===== config.mk =====
export PLATFORM = sky130hd
export DESIGN_NAME = maple_in_flat
export DESIGN_NICKNAME = d
export VERILOG_FILES = /design/src/rtl/maple_in_if.sv /design/src/rtl/maple_in.sv /design/src/flat_wrapper.sv
export SDC_FILE = /design/constraint.sdc
export NUM_CORES = 1
export LEC_CHECK = 0
export CELL_PAD_IN_SITES_DETAIL_PLACEMENT = 0
export CELL_PAD_IN_SITES_GLOBAL_PLACEMENT = 1
export CORE_AREA = 2 2 88 69
export DETAILED_ROUTE_END_ITERATION = 10
export DIE_AREA = 0 0 90 71
export PLACE_DENSITY = 0.77
export SLEW_MARGIN = 20
export SYNTH_ARGS = -nofsm -noshare
export SYNTH_HDL_FRONTEND = slang
export SYNTH_SLANG_ARGS = --single-unit

===== constraint.sdc =====
create_clock -name clk -period 1.9 [get_ports clk]
set_input_delay 0.38 -clock clk [delete_from_list [all_inputs] [get_ports clk]]
set_output_delay 0.38 -clock clk [all_outputs]
set_load 0.05 [all_outputs]

===== src/rtl/maple_in_if.sv =====
// Byte handoff from the Maple receiver to the register/FIFO layer.
interface maple_in_if;
  logic [7:0] data;
  logic       data_valid;
  logic       data_ack;

  modport master (output data, output data_valid, input data_ack);
  modport slave  (input data, input data_valid, output data_ack);
endinterface


===== src/rtl/maple_in.sv =====
// Maple bus receiver: decodes start/data/end patterns on SDCKA (pin1) / SDCKB (pin5).
// Optional MAPLE_IN_XOR_EN adds a per-frame running XOR check reported on xor_ok.
module maple_in #(
  parameter int unsigned START_PULSES = 4,
  parameter int unsigned END_PULSES   = 2
) (
  input  logic       clk,
  input  logic       rst,
  input  logic       pin1,
  input  logic       pin5,
  input  logic       arm,
  maple_in_if.master rx,
  output logic       frame_start,
  output logic       frame_end,
  output logic       busy,
  output logic       overrun,
  output logic       frame_err,
  output logic       xor_ok
);
  localparam int unsigned SCW = $clog2(START_PULSES + 2);
  localparam int unsigned ECW = $clog2(END_PULSES + 1);

  typedef enum logic [1:0] {S_IDLE, S_START, S_DATA, S_END_WAIT} state_e;

  state_e         state_q;
  logic [1:0]     p1_sync_q, p5_sync_q;
  logic           p1_prev_q, p5_prev_q;
  logic [SCW-1:0] pcnt_q;
  logic [ECW-1:0] endcnt_q;
  logic [2:0]     bitcnt_q, spec_cnt_q;
  logic           phase_q;
  logic [6:0]     shreg_q;
  logic [7:0]     data_q;
  logic           valid_q, overrun_q, busy_q;
  logic           frame_start_q, frame_end_q, frame_err_q;

  logic p1, p5, p1_fall, p1_rise, p5_fall, p5_rise, both_edge;
  logic start_go, end_go, end_hit, shift_en, shift_bit, commit;
  logic [7:0] byte_w;
  logic [2:0] err_cnt;

  always_ff @(posedge clk) begin
    if (rst) begin
      p1_sync_q <= '1;
      p5_sync_q <= '1;
      p1_prev_q <= 1'b1;
      p5_prev_q <= 1'b1;
    end else begin
      p1_sync_q <= {p1_sync_q[0], pin1};
      p5_sync_q <= {p5_sync_q[0], pin5};
      p1_prev_q <= p1_sync_q[1];
      p5_prev_q <= p5_sync_q[1];
    end
  end

  assign p1        = p1_sync_q[1];
  assign p5        = p5_sync_q[1];
  assign p1_fall   = p1_prev_q & ~p1;
  assign p1_rise   = ~p1_prev_q & p1;
  assign p5_fall   = p5_prev_q & ~p5;
  assign p5_rise   = ~p5_prev_q & p5;
  assign both_edge = (p1_fall | p1_rise) & (p5_fall | p5_rise);

  assign start_go = arm && (state_q == S_START) && p1_rise && (pcnt_q == SCW'(START_PULSES));
  assign end_go   = arm && (state_q == S_END_WAIT) && p5_rise;
  assign byte_w   = {shreg_q, shift_bit};
  // The first pin1 fall of an end pattern already took a bit; judge the byte by the count before it.
  assign err_cnt  = (endcnt_q == '0) ? bitcnt_q : spec_cnt_q;

  always_comb begin
    end_hit   = 1'b0;
    shift_en  = 1'b0;
    shift_bit = 1'b0;
    commit    = 1'b0;
    if (arm && (state_q == S_DATA) && !both_edge) begin
      end_hit = p1_fall && !(p5_fall || p5_rise) && (endcnt_q == ECW'(END_PULSES - 1));
      if (!end_hit) begin
        if (!phase_q && p1_fall) begin
          shift_en  = 1'b1;
          shift_bit = p5;
        end else if (phase_q && p5_fall) begin
          shift_en  = 1'b1;
          shift_bit = p1;
        end
      end
      commit = shift_en && (bitcnt_q == 3'd7);
    end
  end

  always_ff @(posedge clk) begin
    if (rst) begin
      state_q       <= S_IDLE;
      pcnt_q        <= '0;
      endcnt_q      <= '0;
      bitcnt_q      <= '0;
      spec_cnt_q    <= '0;
      phase_q       <= 1'b0;
      shreg_q       <= '0;
      data_q        <= '0;
      valid_q       <= 1'b0;
      overrun_q     <= 1'b0;
      busy_q        <= 1'b0;
      frame_start_q <= 1'b0;
      frame_end_q   <= 1'b0;
      frame_err_q   <= 1'b0;
    end else begin
      frame_start_q <= start_go;
      frame_end_q   <= end_go;
      frame_err_q   <= 1'b0;

      if (rx.data_ack) begin
        valid_q   <= 1'b0;
        overrun_q <= 1'b0;
      end
      if (commit) begin
        if (!valid_q || rx.data_ack) begin
          data_q  <= byte_w;
          valid_q <= 1'b1;
        end else begin
          overrun_q <= 1'b1;
        end
      end
      if (shift_en) begin
        shreg_q  <= byte_w[6:0];
        bitcnt_q <= bitcnt_q + 1'b1;
        phase_q  <= ~phase_q;
      end

      if (!arm) begin
        state_q     <= S_IDLE;
        busy_q      <= 1'b0;
        bitcnt_q    <= '0;
        frame_err_q <= busy_q;
      end else begin
        case (state_q)
          S_IDLE: begin
            if (both_edge) begin
              frame_err_q <= 1'b1;
            end else if (p1_fall && p5) begin
              state_q <= S_START;
              pcnt_q  <= '0;
            end
          end
          S_START: begin
            if (start_go) begin
              state_q  <= S_DATA;
              busy_q   <= 1'b1;
              bitcnt_q <= '0;
              phase_q  <= 1'b0;
              endcnt_q <= '0;
            end else if (p1_rise) begin
              state_q     <= S_IDLE;
              frame_err_q <= 1'b1;
            end else if (p5_fall && !p1 && (pcnt_q != SCW'(START_PULSES + 1))) begin
              pcnt_q <= pcnt_q + 1'b1;
            end
          end
          S_DATA: begin
            if (both_edge) begin
              state_q     <= S_IDLE;
              busy_q      <= 1'b0;
              bitcnt_q    <= '0;
              frame_err_q <= 1'b1;
            end else if (p5_fall || p5_rise) begin
              endcnt_q <= '0;
            end else if (p1_fall) begin
              if (endcnt_q == '0) spec_cnt_q <= bitcnt_q;
              if (end_hit) begin
                state_q  <= S_END_WAIT;
                endcnt_q <= '0;
                bitcnt_q <= '0;
                if (err_cnt != 3'd0) frame_err_q <= 1'b1;
              end else begin
                endcnt_q <= endcnt_q + 1'b1;
              end
            end
          end
          S_END_WAIT: begin
            if (end_go) begin
              state_q <= S_IDLE;
              busy_q  <= 1'b0;
            end
          end
          default: state_q <= S_IDLE;
        endcase
      end
    end
  end

`ifdef MAPLE_IN_XOR_EN
  logic [7:0] xacc_q;
  logic       xor_ok_q;

  always_ff @(posedge clk) begin
    if (rst) begin
      xacc_q   <= '0;
      xor_ok_q <= 1'b0;
    end else if (start_go) begin
      xacc_q   <= '0;
      xor_ok_q <= 1'b0;
    end else begin
      if (commit) xacc_q <= xacc_q ^ byte_w;
      if (end_go) xor_ok_q <= (xacc_q == 8'h00);
    end
  end

  assign xor_ok = xor_ok_q;
`else
  assign xor_ok = 1'b0;
`endif

  assign rx.data       = data_q;
  assign rx.data_valid = valid_q;
  assign frame_start   = frame_start_q;
  assign frame_end     = frame_end_q;
  assign frame_err     = frame_err_q;
  assign busy          = busy_q;
  assign overrun       = overrun_q;
endmodule


===== src/flat_wrapper.sv =====
// flat-port wrapper written by rule: the top's interface ports become plain ports
module maple_in_flat 
#(
  parameter int unsigned START_PULSES = 4,
  parameter int unsigned END_PULSES   = 2
)
  (clk, rst, pin1, pin5, arm, frame_start, frame_end, busy, overrun, frame_err, xor_ok, rx_data, rx_data_valid, rx_data_ack);
  maple_in_if rx_i ();
  input  logic clk;
  input  logic rst;
  input  logic pin1;
  input  logic pin5;
  input  logic arm;
  output logic frame_start;
  output logic frame_end;
  output logic busy;
  output logic overrun;
  output logic frame_err;
  output logic xor_ok;
  output wire logic [$bits(rx_i.data)-1:0] rx_data;
  output wire logic [$bits(rx_i.data_valid)-1:0] rx_data_valid;
  input wire logic [$bits(rx_i.data_ack)-1:0] rx_data_ack;
  assign rx_data = rx_i.data;
  assign rx_data_valid = rx_i.data_valid;
  assign rx_i.data_ack = rx_data_ack;
  maple_in #(.START_PULSES(START_PULSES), .END_PULSES(END_PULSES)) u_core (.clk(clk), .rst(rst), .pin1(pin1), .pin5(pin5), .arm(arm), .rx(rx_i), .frame_start(frame_start), .frame_end(frame_end), .busy(busy), .overrun(overrun), .frame_err(frame_err), .xor_ok(xor_ok));
endmodule

# Word-level counts from Yosys, hierarchy flattened
# Cells that the tools add are included.
[word_totals]
register_bits = 41
latch_bits = 0
ram_bits = 0
rom_bits = 0
in_bits = 6
output_inout_bits = 15
wordCells = 157
n_memories = 0
[classes]
addsub = 3
multipliers = 0
n_div = 0
n_lt_le_gt_ge = 0
eq_ne = 21
n_shift = 0
mux = 65
bitwise = 15
reduce_logical = 35
[op_table]
columns = ["operator", "count"]
rows = [
  ["2-to-1 mux 3 bit", 12],
  ["2-to-1 mux 1 bit", 33],
  ["2-to-1 mux 2 bit", 14],
  ["logical AND 1 bit", 15],
  ["AND reduction 7 bit", 2],
  ["case mux 3 bit (2 select lines)", 2],
  ["!= test 2 bit (second input constant)", 5],
  ["AND reduction 5 bit", 2],
  ["!= test 3 x 1 -> 1 bit (second input constant)", 3],
  ["!= test 2 x 1 -> 1 bit (second input constant)", 4],
  ["inverter 1 bit", 8],
  ["case mux 2 bit (4 select lines)", 1],
  ["adder 3 x 1 -> 3 bit (second input constant)", 2],
  ["== test 3 bit (second input constant)", 2],
  ["!= test 3 x 2 -> 1 bit (second input constant)", 2],
  ["case mux 1 bit (3 select lines)", 2],
  ["nonzero test 3 bit", 2],
  ["AND 1 bit", 5],
  ["logical NOT 1 bit", 5],
  ["== test 2 x 1 -> 1 bit (second input constant)", 2],
  ["== test 2 bit (second input constant)", 2],
  ["logical NOT 2 bit", 2],
  ["case mux 2 bit (2 select lines)", 1],
  ["AND reduction 4 bit", 1],
  ["7 further kinds", 10],
]

# Depth between registers and ports, before layout
# Gate-level depths: netlist (run 1).
[logic_depth]
ltp_word = 15
depth_mapped = 9
ltp_nobuf = 6

# Worst setup path after synthesis (run 1)
# No wires, ideal clock.
[synth_timing]
path_type = "flip-flop to flip-flop"
startpoint = "register u_core.p5_prev_q"
endpoint = "register u_core.pcnt_q[2]"
setup_time_ns = 0.070
arrival_time_ns = 1.818
required_ns = 1.830
setup_slack_ns = 0.011
path_stages_with_launch = 8
n_path_buf = 1
synth_period_minus_slack_ns = 1.889
cell_sequence = "dfxtp_1 inv_1 ha_1 buf_6 o211ai_2 a221o_1 or4_1 a21oi_1"
[synth_via]
elab_chain_cells = 6
elab_cells_between_ends = 10
classes_between = "eq/ne: 2; bitwise: 5; reduce/logical: 3"
[synth_lines]
columns = ["item", "line_no", "rtl"]
rows = [
  ["from (decl)", "maple_in.sv:27", "logic p1_prev_q, p5_prev_q;"],
  ["from (signal assigned)", "maple_in.sv:52", "p5_prev_q <= p5_sync_q[1];"],
  ["inverter 1 bit", "maple_in.sv:61", "assign p5_rise = ~p5_prev_q & p5;"],
  ["AND 1 bit", "maple_in.sv:61", ""],
  ["bitwise OR 1 bit", "maple_in.sv:62", "assign both_edge = (p1_fall | p1_rise) & (p5_fall | p5_rise);"],
  ["AND 1 bit", "maple_in.sv:62", ""],
  ["!= test 2 bit (no line)", "-", ""],
  ["AND reduction 7 bit (no line) (*)", "-", ""],
  ["to (signal assigned)", "maple_in.sv:155", "pcnt_q <= pcnt_q + 1'b1;"],
  ["to (decl)", "maple_in.sv:28", "logic [SCW-1:0] pcnt_q;"],
]
# Every way passes the cells marked *; elsewhere a longest branch is shown, timed or not.
# A chain may end at the register's enable or synchronous reset.

# Worst setup path in the final report (run 1)
[layout_timing]
startpoint = "register u_core.state_q[0]"
endpoint = "register u_core.pcnt_q[1]"
[layout_via]
elab_chain_cells = 6
elab_cells_between_ends = 13
classes_between = "eq/ne: 6; mux: 1; reduce/logical: 6"
[layout_lines]
columns = ["item", "line_no", "rtl"]
rows = [
  ["from (decl)", "maple_in.sv:25", "state_e state_q;"],
  ["from (signal assigned)", "maple_in.sv:92", "state_q <= S_IDLE;"],
  ["from (signal assigned)", "maple_in.sv:130", "state_q <= S_IDLE;"],
  ["from (signal assigned)", "maple_in.sv:140", "state_q <= S_START;"],
  ["== test 2 x 1 -> 1 bit", "maple_in.sv:64, maple_in.sv:135", ""],
  ["logical AND 1 bit (3 in a row)", "maple_in.sv:64", "assign start_go = arm && (state_q == S_START) && p1_rise && (pcnt_q == SCW'(START_PULSES));"],
  ["!= test 2 bit (no line)", "-", ""],
  ["AND reduction 7 bit (no line)", "-", ""],
]
# Several ways; a longest one is shown, not always the timed one.

==> impl_metrics.tcl, run 1 <==
set metrics [dict create \
    fp.dieArea_um2 6390 \
    antenna_cells_inserted 0 \
    clkTransAtPathRegs_ns 0.08 \
    synthesis.area_per_instance_um2 8.64 \
    hold_path.startpoint "u_core.p1_sync_q[0]$_SDFF_PP1_" \
    class_of_the_most_critical_setup_path "register to register" \
    fin_worst_hold_slack_ns 0.417 \
    finalCriticalPeriod_ns 1.86 \
    use_met3_pct 4.47 \
    globalRouteMet1Util_pct 20.1 \
    globalRoute.totalOverflow 0 \
    power.static_leakage_nw 0.989 \
    synth.ff_latch_count 41 \
    endpoint_kind_of_the_worst_setup_timing_path "register" \
    run_status "finished, final reports clean" \
    finalWeightedCongestion 0.795 \
    rr_startpoint "u_core.state_q[0]$_SDFFE_PP0P_" \
    grtUsageTotal_pct 14.5 \
    timing.final.max_slew_violations 0 \
    slew-limit-headroom_pct 60.2 \
    grt_use_met2_pct 21.5 \
    cts_buffers 5 \
    unrepaired_setup_endpoints_after_global_routing "yes" \
    crit_path_start_kind "register" \
    final.setup_skew_ns 0.00634 \
    synth.net_count 255 \
    num_vias 1741 \
    max_cap_violations 0 \
    reg2reg_depth 6 \
    power.density_cell_area_nw_per_um2 577 \
    dieWidth_um 90 \
    vias_in_the_first_global_route 1597 \
    initial_antenna_violation_count 0 \
    hpwlAfterDp_um 3210 \
    routed_wirelength_um 4570 \
    yosys.area.top_type_share_pct 40.6 \
    crit_required_ns 2.10 \
    irDropWorstVdd_v 0.000269 \
    tritoncts_clock_tree "done" \
    yosysTopAreaCell "sky130_fd_sc_hd__dfxtp_1" \
    finish.net_count 296 \
    timing.critical_path.fanout_max 5 \
    core_region_area_um2 5590 \
    ys_seq_area_share_pct 40.6 \
    gr_peak_layer "met2" \
    area.growth.synth_to_final_pct 30.2 \
    num_rows 24 \
    min-delay-path-class "register to register" \
    postPlaceCellArea_um2 2450 \
    clock_sink_count 41 \
    grt_max_degree 25 \
    synth_flop_cell "sky130_fd_sc_hd__dfxtp_1" \
    largest_cells_by_area_after_synthesis "sky130_fd_sc_hd__dfxtp_1 41%, sky130_fd_sc_hd__ha_1 9.3%, sky130_fd_sc_hd__a21oi_1 5.2%" \
    worst_max_slew_pin_slew_ns 0.592 \
    io-pin-count 21 \
    clk_path_buf_depth 2 \
    die_height_um 71 \
    hold_depth 1 \
    postSynth.asyncResetShare_pct 0 \
    start_util_pct 36.2 \
    worst_hold_path.endpoint "u_core.p1_sync_q[1]$_SDFF_PP1_" \
    clock_latency_ns 0.29 \
    yosys_warning_count 0 \
    synth_cell_types 47 \
    max_freq_mhz 539 \
    dr.first_iter.drc_count 74 \
    port_buffers 19 \
    num-fill-cells 564 \
    first_pass_iters 4 \
    timing.final.setup_violations 0 \
    antenna_left 0 \
    syn-cell-area_um2 2020 \
    worst-r2r-setup-slack_ns 0.04 \
    cts_h_tree_lvls 2 \
    worst_r2r_endpoint "u_core.pcnt_q[1]$_SDFFE_PP0P_" \
    post-route-cell-area_um2 2630 \
    viasPerCell 4.95 \
    synth_cells 234 \
    critical_path_arrival_ns 2.05 \
    route.detailed.wl_per_inst_um 13.0 \
    final_layout_size_suffix_gt1_share_pct 25.2 \
    grt_first_pass_wirelength_um 7450 \
    cts.root.buffer_cell "sky130_fd_sc_hd__clkbuf_8" \
    route.detailed.drc 0 \
    post-route-period-util_pct 97.7 \
    timing.final.hold_violations 0 \
    synth-edff-count 0 \
]
## final cells by class
type | instances | area, µm² | area share (%)
clock inverters | 1 | 5.00 | 0.190
multi-input cells | 166 | 1170 | 44.4
well taps | 78 | 97.6 | 3.71
inverters | 13 | 48.8 | 1.85
flip-flops and latches | 41 | 827 | 31.4
clock buffers | 5 | 68.8 | 2.62
repair buffers | 48 | 415 | 15.8
## per-layer routing
layer / share of wire [%] / up-vias
met5: 0 / -
met4: 1.1 / 0
met3: 3.6 / 4
met2: 43 / 27
met1: 53 / 816
li1: - / 894
## power breakdown
group          leakage [nW]  internal [mW]  switching [mW]  total (mW)
logic                 0.618         0.0608          0.0665       0.127
registers             0.331          0.866         0.00488       0.870
clock network        0.0399          0.242           0.279       0.521
## how the worst max path moves through the flow
stage	from	to	slack [ns]
2_1_floorplan	u_core.p5_prev_q$_SDFF_PP1_	u_core.pcnt_q[2]$_SDFFE_PP0P_	0.01
3_3_place_gp	arm	u_core.frame_err$_SDFF_PP0_	-0.15
3_5_place_dp	arm	u_core.frame_err$_SDFF_PP0_	-0.18
4_1_cts	u_core.p1_prev_q$_SDFF_PP1_	u_core.busy$_SDFFE_PP0P_	0.01
5_1_grt	u_core.state_q[0]$_SDFFE_PP0P_	u_core.pcnt_q[1]$_SDFFE_PP0P_	-0.04
6_report	u_core.state_q[0]$_SDFFE_PP0P_	u_core.pcnt_q[1]$_SDFFE_PP0P_	0.04
## sequential cells by signal, indices dropped and copies added (netlist names)
name / flops
u_core.bitcnt_q: 3
u_core.overrun: 1
u_core.p5_sync_q: 2
u_core.frame_start: 1
u_core.p1_prev_q: 1
u_core.busy: 1
u_core.p5_prev_q: 1
u_core.phase_q: 1
u_core.rx.data_valid: 1
u_core.pcnt_q: 3
u_core.endcnt_q: 2
u_core.spec_cnt_q: 3
u_core.rx.data: 8
u_core.shreg_q: 7
u_core.frame_end: 1
u_core.frame_err: 1
u_core.state_q: 2
u_core.p1_sync_q: 2
## critical path, cell delays in order, from the launching register on
cell	delay [ns]
sky130_fd_sc_hd__dfxtp_2	0.34
sky130_fd_sc_hd__inv_1	0.15
sky130_fd_sc_hd__ha_2	0.24
sky130_fd_sc_hd__nand2b_1	0.07
sky130_fd_sc_hd__a221o_1	0.35
sky130_fd_sc_hd__or4b_1	0.53
sky130_fd_sc_hd__o31ai_1	0.08
## logic make-up (layout without fill, tap and decap cells)
family,count (synthesis),count (layout),synth area share [%]
buffers and inverters,27,67,6.07
XOR/XNOR,1,1,0.434
flip-flops,41,41,40.6
multiplexers,8,8,4.09
AO/OA/AOI/OAI,53,53,16.7
AND/OR/NAND/NOR,88,88,22.6
adder cells (fa/ha/maj),15,15,9.29
other,1,1,0.186
## through the flow
step	total power [mW]	setup TNS, ns	std cells	util (%)	setup WS (ns)
floorplan	0.955	0	234	-	0.0113
global placement	1.00	-1.05	345	43.9	-0.152
detailed placement	1.00	-1.45	345	43.9	-0.180
CTS	1.54	0	351	45.8	0.0115
global route	1.59	-0.0467	352	47.1	-0.0408
finish	1.52	0	352	47.1	0.0445
## layout by cell type (no fill, tap or decap), drive strengths merged, types with 2 or more instances in the layout
cell,Yosys,final
a2111oi,2,2
a21oi,21,21
a31oi,4,4
and2,3,3
and3,2,2
buf,8,31
clkbuf,6,5
clkdlybuf4s50,0,17
dfxtp,41,41
ha,15,15
inv,13,13
mux2,2,2
mux2i,6,6
nand2,27,27
nand2b,5,5
nand3,15,15
nand4,4,4
nor2,13,13
nor3,3,3
o21ai,12,12
o31ai,2,2
or2,6,6
or4,3,3
## synthesized netlist by cell type (all sizes together) (3+ instances only)
master / instances
a21oi: 21
a31oi: 4
and2: 3
buf: 8
clkbuf: 6
dfxtp: 41
ha: 15
inv: 13
mux2i: 6
nand2: 27
nand2b: 5
nand3: 15
nand4: 4
nor2: 13
nor3: 3
o21ai: 12
or2: 6
or4: 3
## what timing repair did
item,4_1_cts,5_1_grt
hold buffers,0,0
gates resized for setup,6,18
endpoints found under the setup margin,7,12
hold endpoints to repair,0,0
setup buffers,0,1
pin swaps,1,5
Note: power is estimated with default switching activity, not from simulation.
==> run 2: changes to the inputs <==
- MAX_ROUTING_LAYER: unset -> met4
==> run 2 against run 1 <==
  * Non-clock buffer count did not move
  * Clock skew hardly changed
  * Worst setup slack improved by 0.0013 ns
  * Sequential power is essentially flat
  * Clock-buffer cell count unchanged
  * Sequential share of layout area stayed put
  * Global-route usage grew 0.45 points
  * Combinational power about the same
  * Largest power group unchanged
==> impl_metrics.tcl, run 2 (synthesis results as in run 1) <==
set metrics [dict create \
    run_status "finished, final reports clean" \
    post-place-cells 345 \
    finish.net_count 296 \
    fp.dieArea_um2 6390 \
    class_of_the_most_critical_setup_path "register to register" \
    worst_path_largest_cell_delay_ns 0.53 \
    critical_path_arrival_ns 2.05 \
    initial_antenna_violation_count 0 \
    reg2reg_depth 6 \
    dr.first_iter.drc_count 78 \
    globalRoute.totalOverflow 0 \
    worst-r2r-setup-slack_ns 0.05 \
    max_reg_flops 8 \
    hold_depth 1 \
    crit_path_cell_trace "inv_1 > ha_2 > nand2b_1 > a221o_1 > or4b_1 > o31ai_1" \
    utilization_pct 47.1 \
    clkTransAtPathRegs_ns 0.08 \
    route.detailed.wl_per_inst_um 13.0 \
    endpoint_kind_of_the_worst_setup_timing_path "register" \
    mostFrequentLayoutCell "sky130_fd_sc_hd__dfxtp_1" \
    crit_required_ns 2.10 \
    min-delay-path-class "register to register" \
    grtUsageTotal_pct 15.0 \
    stdcell_count 352 \
    timing.final.max_slew_violations 0 \
    finalWeightedCongestion 0.806 \
    timing.critical_path.fanout_max 5 \
    grt_max_degree 25 \
    vias_in_the_first_global_route 1605 \
    io-pin-count 21 \
    hpwlAfterDp_um 3210 \
    irDropWorstVdd_v 0.000269 \
    clk_path_buf_depth 2 \
    final.setup_skew_ns 0.00645 \
    viasPerCell 4.91 \
    first_pass_iters 4 \
    crit_path_start_kind "register" \
    slew-limit-headroom_pct 61.7 \
    finalCriticalPeriod_ns 1.85 \
    post-route-cell-area_um2 2630 \
    timing.final.setup_violations 0 \
    max_freq_mhz 539 \
    num_vias 1728 \
    unrepaired_setup_endpoints_after_global_routing "yes" \
    antenna_left 0 \
    report.power.total_mw 1.52 \
    timing.final.hold_violations 0 \
    rr_startpoint "u_core.state_q[0]$_SDFFE_PP0P_" \
    routed_wirelength_um 4570 \
    worst_path_dominant_cell_family "simple AND/OR/NAND/NOR gates" \
    port_buffers 19 \
    dieWidth_um 90 \
    cts.root.buffer_cell "sky130_fd_sc_hd__clkbuf_8" \
    route.detailed.drc 0 \
    core_region_area_um2 5590 \
    num_rows 24 \
    cts_h_tree_lvls 2 \
    die_height_um 71 \
    crit_path_buffers_inverters 1 \
    worst_hold_path.endpoint "u_core.p1_sync_q[1]$_SDFF_PP1_" \
    tritoncts_clock_tree "done" \
    worst_max_slew_pin_slew_ns 0.570 \
    slowest_stage "sky130_fd_sc_hd__or4b_1" \
    clock_latency_ns 0.29 \
    clock_sink_count 41 \
    hold_path.startpoint "u_core.p1_sync_q[0]$_SDFF_PP1_" \
    cts_buffers 5 \
    start_util_pct 36.2 \
    worst_r2r_endpoint "u_core.pcnt_q[1]$_SDFFE_PP0P_" \
    fin_worst_hold_slack_ns 0.417 \
    area.growth.synth_to_final_pct 30.2 \
    final_layout_size_suffix_gt1_share_pct 25.2 \
    layout_common_cells "36 x sky130_fd_sc_hd__dfxtp_1, 30 x sky130_fd_sc_hd__buf_4, 27 x sky130_fd_sc_hd__nand2_1, 20 x sky130_fd_sc_hd__a21oi_1, 17 x sky130_fd_sc_hd__clkdlybuf4s50_1" \
    grt_first_pass_wirelength_um 7450 \
    postPlaceCellArea_um2 2450 \
    max_cap_violations 0 \
    post-route-period-util_pct 97.6 \
    power.static_leakage_nw 0.989 \
    antenna_cells_inserted 0 \
    power.density_cell_area_nw_per_um2 578 \
]
## run 2: cell counts in the layout (fill, tap and decap cells not counted)
Identical to the previous run, type by type.
## run 2: area by class of cell
class	count	area (µm²)
Timing Repair Buffer	48	415
Inverter	13	48.8
Sequential cell	41	827
Fill cell	564	2950
Tap cell	78	97.6
Clock buffer	5	68.8
Multi-Input combinational cell	166	1170
Clock inverter	1	5.00
## run 2: worst max path at each step
stage	cells past startpoint	end	start	slack, ns
2_1_floorplan	7	u_core.pcnt_q[2]$_SDFFE_PP0P_	u_core.p5_prev_q$_SDFF_PP1_	0.01
3_3_place_gp	5	u_core.frame_err$_SDFF_PP0_	arm	-0.15
3_5_place_dp	5	u_core.frame_err$_SDFF_PP0_	arm	-0.18
6_report	6	u_core.pcnt_q[1]$_SDFFE_PP0P_	u_core.state_q[0]$_SDFFE_PP0P_	0.05
5_1_grt	6	u_core.pcnt_q[1]$_SDFFE_PP0P_	u_core.state_q[0]$_SDFFE_PP0P_	-0.04
4_1_cts	7	u_core.busy$_SDFFE_PP0P_	u_core.p1_prev_q$_SDFF_PP1_	0.01
## run 2: per-layer routing
layer  GRT usage (%)  vias to the layer above  wire, µm
met5               -                        -         0
met4            5.30                        0        48
met3            4.47                        4       125
met2            21.5                       21      1940
met1            20.1                      809      2460
li1                -                      894         -
## run 2: worst reg2reg max path, stage by stage, from the launching register on
cell and delay, ns:
sky130_fd_sc_hd__dfxtp_2 0.34, sky130_fd_sc_hd__inv_1 0.15, sky130_fd_sc_hd__ha_2 0.24, sky130_fd_sc_hd__nand2b_1 0.07, sky130_fd_sc_hd__a221o_1 0.35, sky130_fd_sc_hd__or4b_1 0.53
sky130_fd_sc_hd__o31ai_1 0.08
## run 2: what timing repair did
action | in CTS | in global routing
gates resized for setup | 6 | 18
hold buffers | 0 | 0
endpoints found under the setup margin | 7 | 12
pin swaps | 1 | 5
setup buffers | 0 | 1
## run 2: power breakdown
| part | switching [mW] | total, mW | internal, mW |
|---|---|---|---|
| sequential | 0.00486 | 0.870 | 0.865 |
| combinational | 0.0664 | 0.127 | 0.0608 |
| clock | 0.281 | 0.523 | 0.242 |
## run 2: through the flow
stage / worst slack, ns / setup TNS (ns)
after global routing: -0.0408 / -0.0467
final: 0.0458 / 0
after global placement: -0.152 / -1.05
after detailed placement: -0.180 / -1.45
after floorplan: 0.0113 / 0
after CTS: 0.0115 / 0
